File: src/rtl/timer_arbiter_if.sv
// Requester-side bundle for timer_arbiter: level requests and packed periods in,
// one-hot grant, done pulse, busy and owner index out.
interface timer_arbiter_if #(
  parameter int N_REQ = 4,
  parameter int N_BIT = 16
);
  localparam int ID_W = (N_REQ > 1) ? $clog2(N_REQ) : 1;

  logic                     enable;
  logic [N_REQ-1:0]         req;
  logic [N_REQ*N_BIT-1:0]   period;
  logic [N_REQ-1:0]         grant;
  logic [N_REQ-1:0]         done;
  logic                     busy;
  logic [ID_W-1:0]          active_id;

  modport master (
    output enable, req, period,
    input  grant, done, busy, active_id
  );

  modport slave (
    input  enable, req, period,
    output grant, done, busy, active_id
  );
endinterface

File: src/rtl/timer_arbiter.sv
// Round-robin shared down-counting delay timer: grants one requester, holds grant
// for period+1 enabled cycles, then pulses done. Optional TIMER_ARB_ABORT_EN lets a
// requester cancel its delay by dropping req.
module timer_arbiter #(
  parameter int N_BIT = 16,
  parameter int N_REQ = 4
) (
  input  logic            clkin,
  input  logic            rst_n,
  timer_arbiter_if.slave  bus
);
  localparam int ID_W = (N_REQ > 1) ? $clog2(N_REQ) : 1;

  typedef enum logic [1:0] {IDLE, COUNT, DONE} state_t;

  state_t           state, state_n;
  logic [N_BIT-1:0] count, count_n;
  logic [ID_W-1:0]  ptr, ptr_n;
  logic [ID_W-1:0]  active_id, id_n;
  logic [N_REQ-1:0] grant, grant_n;
  logic [N_REQ-1:0] done, done_n;
  logic             busy;
  logic [ID_W-1:0]  win;
  logic             found;

  // Search starts just past the last winner so nobody wins twice while others wait.
  always_comb begin
    win   = '0;
    found = 1'b0;
    for (int k = 1; k <= N_REQ; k++) begin
      if (!found && bus.req[(int'(ptr) + k) % N_REQ]) begin
        found = 1'b1;
        win   = ID_W'((int'(ptr) + k) % N_REQ);
      end
    end
  end

  always_comb begin
    state_n = state;
    count_n = count;
    ptr_n   = ptr;
    id_n    = active_id;
    grant_n = grant;
    done_n  = '0;
    case (state)
      IDLE: begin
        if (bus.enable && found) begin
          state_n = COUNT;
          grant_n = N_REQ'(1) << win;
          id_n    = win;
          ptr_n   = win;
          count_n = bus.period[int'(win)*N_BIT +: N_BIT];
        end
      end
      COUNT: begin
`ifdef TIMER_ARB_ABORT_EN
        if (!bus.req[active_id]) begin
          state_n = IDLE;
          grant_n = '0;
          count_n = '0;
        end else
`endif
        if (bus.enable) begin
          if (count == '0) begin
            state_n           = DONE;
            grant_n           = '0;
            done_n[active_id] = 1'b1;
          end else begin
            count_n = count - N_BIT'(1);
          end
        end
      end
      DONE:    state_n = IDLE;
      default: state_n = IDLE;
    endcase
  end

  always_ff @(posedge clkin or negedge rst_n) begin
    if (!rst_n) begin
      state     <= IDLE;
      count     <= '0;
      ptr       <= ID_W'(N_REQ - 1);
      active_id <= '0;
      grant     <= '0;
      done      <= '0;
      busy      <= 1'b0;
    end else begin
      state     <= state_n;
      count     <= count_n;
      ptr       <= ptr_n;
      active_id <= id_n;
      grant     <= grant_n;
      done      <= done_n;
      busy      <= (state_n != IDLE);
    end
  end

  assign bus.grant     = grant;
  assign bus.done      = done;
  assign bus.busy      = busy;
  assign bus.active_id = active_id;
endmodule

File: src/flat_wrapper.sv
// flat-port wrapper written by rule: the top's interface ports become plain ports
module timer_arbiter_flat 
#(
  parameter int N_BIT = 16,
  parameter int N_REQ = 4
)
  (clkin, rst_n, bus_enable, bus_req, bus_period, bus_grant, bus_done, bus_busy, bus_active_id);
  timer_arbiter_if #(.N_REQ(N_REQ), .N_BIT(N_BIT)) bus_i ();
  input  logic clkin;
  input  logic rst_n;
  input wire logic [$bits(bus_i.enable)-1:0] bus_enable;
  input wire logic [$bits(bus_i.req)-1:0] bus_req;
  input wire logic [$bits(bus_i.period)-1:0] bus_period;
  output wire logic [$bits(bus_i.grant)-1:0] bus_grant;
  output wire logic [$bits(bus_i.done)-1:0] bus_done;
  output wire logic [$bits(bus_i.busy)-1:0] bus_busy;
  output wire logic [$bits(bus_i.active_id)-1:0] bus_active_id;
  assign bus_i.enable = bus_enable;
  assign bus_i.req = bus_req;
  assign bus_i.period = bus_period;
  assign bus_grant = bus_i.grant;
  assign bus_done = bus_i.done;
  assign bus_busy = bus_i.busy;
  assign bus_active_id = bus_i.active_id;
  timer_arbiter #(.N_BIT(N_BIT), .N_REQ(N_REQ)) u_core (.clkin(clkin), .rst_n(rst_n), .bus(bus_i));
endmodule
File: config.mk
export PLATFORM = sky130hd
export DESIGN_NAME = timer_arbiter_flat
export DESIGN_NICKNAME = d
export VERILOG_FILES = /design/src/rtl/timer_arbiter_if.sv /design/src/rtl/timer_arbiter.sv /design/src/flat_wrapper.sv
export SDC_FILE = /design/constraint.sdc
export NUM_CORES = 1
export LEC_CHECK = 0
export BUFFER_PORTS_ARGS = -buffer_cell sky130_fd_sc_hd__buf_2
export CAP_MARGIN = 20
export CORE_AREA = 2 2 67 75
export CTS_BUF_LIST = sky130_fd_sc_hd__clkbuf_4 sky130_fd_sc_hd__clkbuf_8 sky130_fd_sc_hd__clkbuf_16
export CTS_CLUSTER_DIAMETER = 200
export DETAILED_ROUTE_END_ITERATION = 10
export DIE_AREA = 0 0 69 77
export GPL_ROUTABILITY_DRIVEN = 0
export GPL_TIMING_DRIVEN = 0
export HOLD_SLACK_MARGIN = 0.03
export PLACE_DENSITY_LB_ADDON = 0.08
export SKIP_LAST_GASP = 1
export SLEW_MARGIN = 40
export SYNTH_ARGS = -nofsm -noshare
export SYNTH_HDL_FRONTEND = slang
export SYNTH_SLANG_ARGS = --single-unit
File: constraint.sdc
create_clock -name clkin -period 2.8 [get_ports clkin]
set_input_delay 0.14 -clock clkin [delete_from_list [all_inputs] [get_ports clkin]]
set_output_delay 0.14 -clock clkin [all_outputs]
set_load 0.02 [all_outputs]
# ---- Yosys cells after proc, flatten, opt, wreduce, memory -nomap -nowiden
# Index checks and enable logic that the tools add are counted.
dict set report word_totals {
  regBits 31
  word_cells 85
  out_inout_bits 11
  input_bits 71
}
dict set report classes {
  shifts 2
  reduce_logical 19
  n_bitwise 4
  eq_ne 5
  mux 37
  order_cmp 6
  n_addsub 5
}
# op n
set ops {}
lappend ops {{variable part select 64 x 7 -> 16 bit} 1}
lappend ops {{two-way mux 16 bit} 3}
lappend ops {{case mux 16 bit (2 select lines)} 1}
lappend ops {{two-way mux 4 bit} 6}
lappend ops {{zero test 16 bit} 1}
lappend ops {{< comparator 3 x 4 -> 1 bit (second input constant)} 4}
lappend ops {{subtractor 16 x 1 -> 16 bit (second input constant)} 1}
lappend ops {{two-way mux 2 bit} 7}
lappend ops {{two-way mux 1 bit} 13}
lappend ops {{binary-select mux 1 bit (select 2 bit)} 4}
lappend ops {{case mux 4 bit (2 select lines)} 1}
lappend ops {{AND reduction 4 bit} 2}
lappend ops {{OR reduction 2 bit} 4}
lappend ops {{logical AND 1 bit} 5}
lappend ops {{adder 2 x 1 -> 2 bit (second input constant)} 2}
lappend ops {{adder 2 bit (second input constant)} 2}
lappend ops {{AND 1 bit (first input constant)} 4}
lappend ops {{inequality test 2 x 1 -> 1 bit (second input constant)} 2}
lappend ops {{inequality test 2 bit (second input constant)} 2}
lappend ops {{case mux 2 bit (2 select lines)} 1}
lappend ops {{nonzero test 2 bit} 2}
lappend ops {{<< shifter 1 x 2 -> 4 bit (first input constant)} 1}
lappend ops {{zero test 1 bit} 3}
lappend ops {{< comparator 2 x 3 -> 1 bit (second input constant)} 1}
lappend ops {{other kinds (5)} 5}

# ---- Depth between registers and ports, before layout
dict set report depth {
  ltp_word 20
  ltp_mapped 9
  mapped_depth_nobuf 9
}

# ---- Worst setup path after synthesis
# Ideal clock, no wire load.
dict set report synth_timing {
  kind {reg2reg}
  startpoint {register u_core.ptr[1]}
  endpoint {register u_core.count[7]}
  arrival_ps 2120
  path_slack_ps 554
  setup_time_ps 126
  stages_incl_launch_ff 8
  n_path_buf 2
  synth_period_minus_slack_ps 2246
  required_time_ps 2674
  cell_sequence {dfstp_2 -> buf_6 -> mux2i_1 -> a2bb2oi_1 -> o21a_1 -> buf_6 -> mux4_2 -> a221o_1}
}
dict set report synth_via {
  elab_chain_len 17
  word_cells_on_any_way 36
  classes_between {add/sub (4); eq/ne (1); shift (1); mux (22); reduce/logical (8)}
}
# element line_no
set synth_rtl {}
lappend synth_rtl {{start, declared} timer_arbiter.sv:18} ;# logic [ID_W-1:0] ptr, ptr_n;
lappend synth_rtl {{start signal, assigned} timer_arbiter.sv:82} ;# ptr <= ID_W'(N_REQ - 1);
lappend synth_rtl {{start signal, assigned} timer_arbiter.sv:90} ;# ptr <= ptr_n;
lappend synth_rtl {{adder 2 x 1 -> 2 bit} {timer_arbiter.sv:31, timer_arbiter.sv:33}}
lappend synth_rtl {{binary-select mux 1 bit (select 2 bit)} timer_arbiter.sv:31} ;# if (!found && bus.req[(int'(ptr) + k) % N_REQ]) begin
lappend synth_rtl {{two-way mux 1 bit (not written as such) (2 in a row)} timer_arbiter.sv:31}
lappend synth_rtl {{two-way mux 1 bit} timer_arbiter.sv:31}
lappend synth_rtl {{zero test 1 bit} timer_arbiter.sv:31}
lappend synth_rtl {{logical AND 1 bit} timer_arbiter.sv:31}
lappend synth_rtl {{two-way mux 1 bit} timer_arbiter.sv:31}
lappend synth_rtl {{zero test 1 bit} timer_arbiter.sv:31}
lappend synth_rtl {{logical AND 1 bit} timer_arbiter.sv:31}
lappend synth_rtl {{two-way mux 1 bit} timer_arbiter.sv:31}
lappend synth_rtl {{zero test 1 bit} timer_arbiter.sv:31}
lappend synth_rtl {{logical AND 1 bit} timer_arbiter.sv:31}
lappend synth_rtl {{two-way mux 2 bit or two-way mux 1 bit (tied branches)} timer_arbiter.sv:31}
lappend synth_rtl {{variable part select 64 x 7 -> 16 bit or logical AND 1 bit (tied branches)} {timer_arbiter.sv:52, timer_arbiter.sv:47}}
lappend synth_rtl {{two-way mux 16 bit or inequality test 2 x 1 -> 1 bit (tied branches)} n/a}
lappend synth_rtl {{case mux 16 bit (2 select lines) or AND reduction 4 bit (tied branches)} n/a}
lappend synth_rtl {{end signal, assigned} timer_arbiter.sv:89} ;# count <= count_n;
lappend synth_rtl {{end, declared} timer_arbiter.sv:17} ;# logic [N_BIT-1:0] count, count_n;
# Parallel ways exist; a longest one is shown, timed or not. The select of a mux whose other input is x is not followed.
# A chain may end at the register's enable or synchronous reset.

# ---- Worst setup path in the final report
dict set report layout_timing {
  startpoint {register u_core.ptr[1]}
  endpoint {register u_core.count[8]}
}
# The elaborated chain is that of the path after synthesis.

==> impl_summary.txt <==
----------------------------------------------------
[CTS]
  Clk slew on worst S/H paths ... 0.08 ns
  Cts bufs inserted ... 5
  Clock Tree Buf Depth ... 2
  Worst-skew pair later-pin latency ... 0.30 ns
  Clock tree from TritonCTS ... yes
  Number of buffers added for setup after CTS ... 0
  Root Buffer ... clkbuf_8
  Cts repair resizes ... 0
  H-tree levels ... 2
  Clock sink total ... 31

[Die]
  Count of standard-cell rows ... 26
  Core outline area ... 4550 µm²
  DIE WIDTH ... 69 µm
  Initial Utilization ... 0.476
  Area of the die ... 5310 µm²
  I/O pin total ... slightly above 80
  Height of the chip ... 77 µm

[Place]
  Placed wire-length estimate ... ~4.8 mm
  Port Buffer Count ... 80
  Instance area after placement ... about 2600 µm²

[Logic synthesis]
  Netlist area before placement ... ~2200 µm²
  Share of the synthesized area in the top cell type ... 0.335
  Multiplexer share of the synthesized area ... 0.106
  Largest cells by area after synthesis ... dfrtp_1, nand2_1, mux2i_1, a21oi_1, o21ai_0
  Mean instance size in the synthesized netlist ... 8.81 µm²
  EDFF count, synth ... 0
  Top cells by count, synth ... nand2_1, dfrtp_1, nor2_1
  Distinct cell type count of the synthesized netlist ... 59
  Dominant cell by count in the synthesized netlist ... nand2_1
  Compound-cell area share of the yosys netlist ... 0.239
  Synthesis warning total ... 0
  Post-synthesis cell type with the largest combined area ... dfrtp_1
  Prevailing post-synth register cell ... dfrtp_1
  Combinational family with the most area after synthesis ... simple AND/OR/NAND/NOR gates
  Fraction of synthesis flops using an asynchronous set or reset pin ... 1.00
  Synth Net Count ... 318
  Register bit count reported by yosys ... 31
  Sequential cell area fraction in the yosys report ... 0.359
  Simple logic cell fraction of the synthesized area ... 0.241
  Mapped Cells ... between 200 and 250
  Area share of fa/ha/maj cells after synthesis ... 0.00577
  Post-synthesis xor/xnor area fraction ... 0

[Finish]
  Count of antenna diodes in the layout ... 0
  Final net count ... just over 400
  Share of layout cells above drive strength 1 ... 0.337
  Final standard cell area without fillers ... 2750 µm²
  Filler Cell Count ... between 400 and 500
  Layout Area Growth over Synthesis ... 26.7%

[Route]
  Detailed-routed wire length on met2 ... 3.30 mm
  Routed wire length per instance ... roughly 17 µm
  Number of nets with antenna violations after detailed routing ... 0
  Remaining routing DRC violations ... 0
  Detail-routed via count per cell ... 5.83
  Top metal layer carrying routed signals ... met4
  Total wirelength of the detailed-routed design ... around 6.6 mm
  Iteration-0 DRC Markers ... ~180
  Via Count ... between 2000 and 2500
  Met1 wire length ... around 2.9 mm
  Metal3 WL ... 342 µm
  First-pass detailed-route iteration total ... 5

[Pwr]
  Internal power ... between 1 and 1.5 mW
  Share of power burned in registers ... 0.366
  Worst ir drop on vdd ... about 0.00047 V
  Power density normalized to cell area ... 751 nW/µm²
  Switch Pwr ... ~0.87 mW
  Part of the total power dissipated in combinational logic ... 0.450
  Leakage power ... around 1.3 nW
  Clock network power share ... 0.184
  Final Total Pwr ... about 2.1 mW
  Switch share ... 0.420

[Worst hold path]
  Min-Delay Path Class ... in -> reg
  Number of cells on the worst hold path ... 3
  Endpoint of the worst hold path ... u_core.count[9]$_DFFE_PN0P_
  Startpoint of the most critical hold path ... bus_period[9]

[Timing]
  RSZ-0062 raised after global routing ... no
  Max Clk Rate ... 396 MHz
  Sum of negative setup slack ... 0 ns
  Final worst path period share ... 0.902
  Worst rel slew slack ... 0.463
  Worst hold slack ... 0.117 ns
  Final setup fails ... 0
  Measured slew at the worst slew-check pin ... ~0.80 ns
  Fin Clk Skew ... between 0.008 and 0.009 ns
  Number of slew-limit violations in the final report ... 0
  Number of hold violations in the final report ... 0
  Crit path time final ... around 2.5 ns

[Job]
  Number of max-cap violations ... 0

[Setup path]
  Endpoint of the worst-slack reg-to-reg timing path ... u_core.count[8]$_DFFE_PN0P_
  Kind of critical path ... reg -> reg
  Critical path data required time ... 3.04 ns
  Internal reg-to-reg setup slack ... 0.27 ns
  Data arrival, critical path ... roughly 2.8 ns
  Worst r2r path cells ... 8
  Worst setup SP type ... register
  Endpoint class of the critical path ... register
  Beginning of the worst register-to-register path ... u_core.ptr[1]$_DFFE_PN1P_
  Max Fanout on Critical Path ... 10

[Outcome]
  Result of the run ... finished, final reports clean

[GRT]
  Initial antenna violation count ... 0
  GRT Resource Usage Total ... 0.257
  Largest net degree at the start of global routing ... 32
  Via count of the first global-routing pass ... between 2000 and 2500
  First-pass GRT wire length ... approximately 11 mm
  Grt ovf ... 0

----------------------------------------------------
## cell type report
cell class / count / area, µm² / share of cell area
Tap cell: 56 / 70.1 / 0.0255
Sequential cell: 31 / 778 / 0.283
Clock buffer: 5 / 68.8 / 0.0251
Buffer: 13 / 80.1 / 0.0292
Timing Repair Buffer: 81 / 410 / 0.149
Clock inverter: 3 / 23.8 / 0.00866
Multi-Input combinational cell: 195 / 1290 / 0.469
Inverter: 7 / 26.3 / 0.00957
## how the worst max path moves through the flow
stage,from,endpoint
3_5_place_dp,u_core.ptr[1]$_DFFE_PN1P_,u_core.count[8]$_DFFE_PN0P_
4_1_cts,u_core.ptr[1]$_DFFE_PN1P_,u_core.count[8]$_DFFE_PN0P_
2_1_floorplan,u_core.ptr[1]$_DFFE_PN1P_,u_core.count[7]$_DFFE_PN0P_
3_3_place_gp,u_core.ptr[1]$_DFFE_PN1P_,u_core.count[8]$_DFFE_PN0P_
5_1_grt,u_core.ptr[1]$_DFFE_PN1P_,u_core.count[14]$_DFFE_PN0P_
6_report,u_core.ptr[1]$_DFFE_PN1P_,u_core.count[8]$_DFFE_PN0P_
## cell usage in the layout, fill, tap and decap left out, types with 3 or more instances in the layout
cell / count
buf_2: 81
nand2_1: 40
dfrtp_1: 29
nor2_1: 17
a21oi_1: 15
o21ai_0: 14
nor3_1: 12
mux2i_1: 8
inv_1: 7
nand2b_1: 5
clkbuf_1: 5
nand3_1: 5
mux2_2: 5
a221o_1: 5
clkbuf_8: 5
nand4_1: 4
buf_4: 4
nor3b_1: 3
o21a_1: 3
a221oi_1: 3
o31ai_1: 3
o22ai_1: 3
a31oi_1: 3
mux4_2: 3
## per-layer routing
| layer | vias up | GRT usage |
|---|---|---|
| li1 | 1112 | - |
| met1 | 1084 | 0.334 |
| met2 | 76 | 0.430 |
| met3 | 7 | 0.0512 |
| met4 | 0 | 0.0804 |
| met5 | - | 0 |
## registers in the layout, indices dropped and copies added, names as in the netlist
signal and flops:
u_core.state 2, u_core.count 16, u_core.bus.grant 4, u_core.bus.active_id 2, u_core.ptr 2, u_core.bus.done 4, u_core.bus.busy 1
## worst max-delay path, stage by stage (launching register included)
cell	delay (ns)
dfstp_2	0.53
buf_6	0.12
nand2b_1	0.10
a21oi_1	0.07
o21ai_0	0.63
clkbuf_1	0.52
nand2_1	0.11
a41oi_1	0.24
o21a_1	0.14
## power by group through the flow
stage,registers [mW],logic (mW),clock network (mW)
floorplan,0.754,0.647,0
global placement,0.751,0.914,0
detailed placement,0.758,0.924,0
CTS,0.750,0.929,0.381
global route,0.775,1.03,0.402
finish,0.754,0.928,0.380
## kinds of logic (layout without fill, tap and decap cells)
| logic type | Yosys count | after routing |
|---|---|---|
| multiplexers | 17 | 17 |
| buffers and inverters | 20 | 109 |
| flip-flops | 31 | 31 |
| AO/OA/AOI/OAI | 72 | 72 |
| adder cells (fa/ha/maj) | 1 | 1 |
| AND/OR/NAND/NOR | 105 | 105 |
## metrics by stage
| stage | worst slack (ns) | util | cells |
|---|---|---|---|
| after floorplan | 0.554 | - | 246 |
| after global placement | 0.350 | 0.579 | 382 |
| after detailed placement | 0.331 | 0.580 | 382 |
| after CTS | 0.312 | 0.603 | 391 |
| after global routing | 0.189 | 0.603 | 391 |
| final | 0.274 | 0.603 | 391 |
## what timing repair did
action / 4_1_cts / 5_1_grt
hold buffers: 1 / 0
endpoints found under the setup margin: 0 / 0
endpoints found under the hold margin: 29 / 0
No activity file was read; power rests on OpenSTA's default activity.
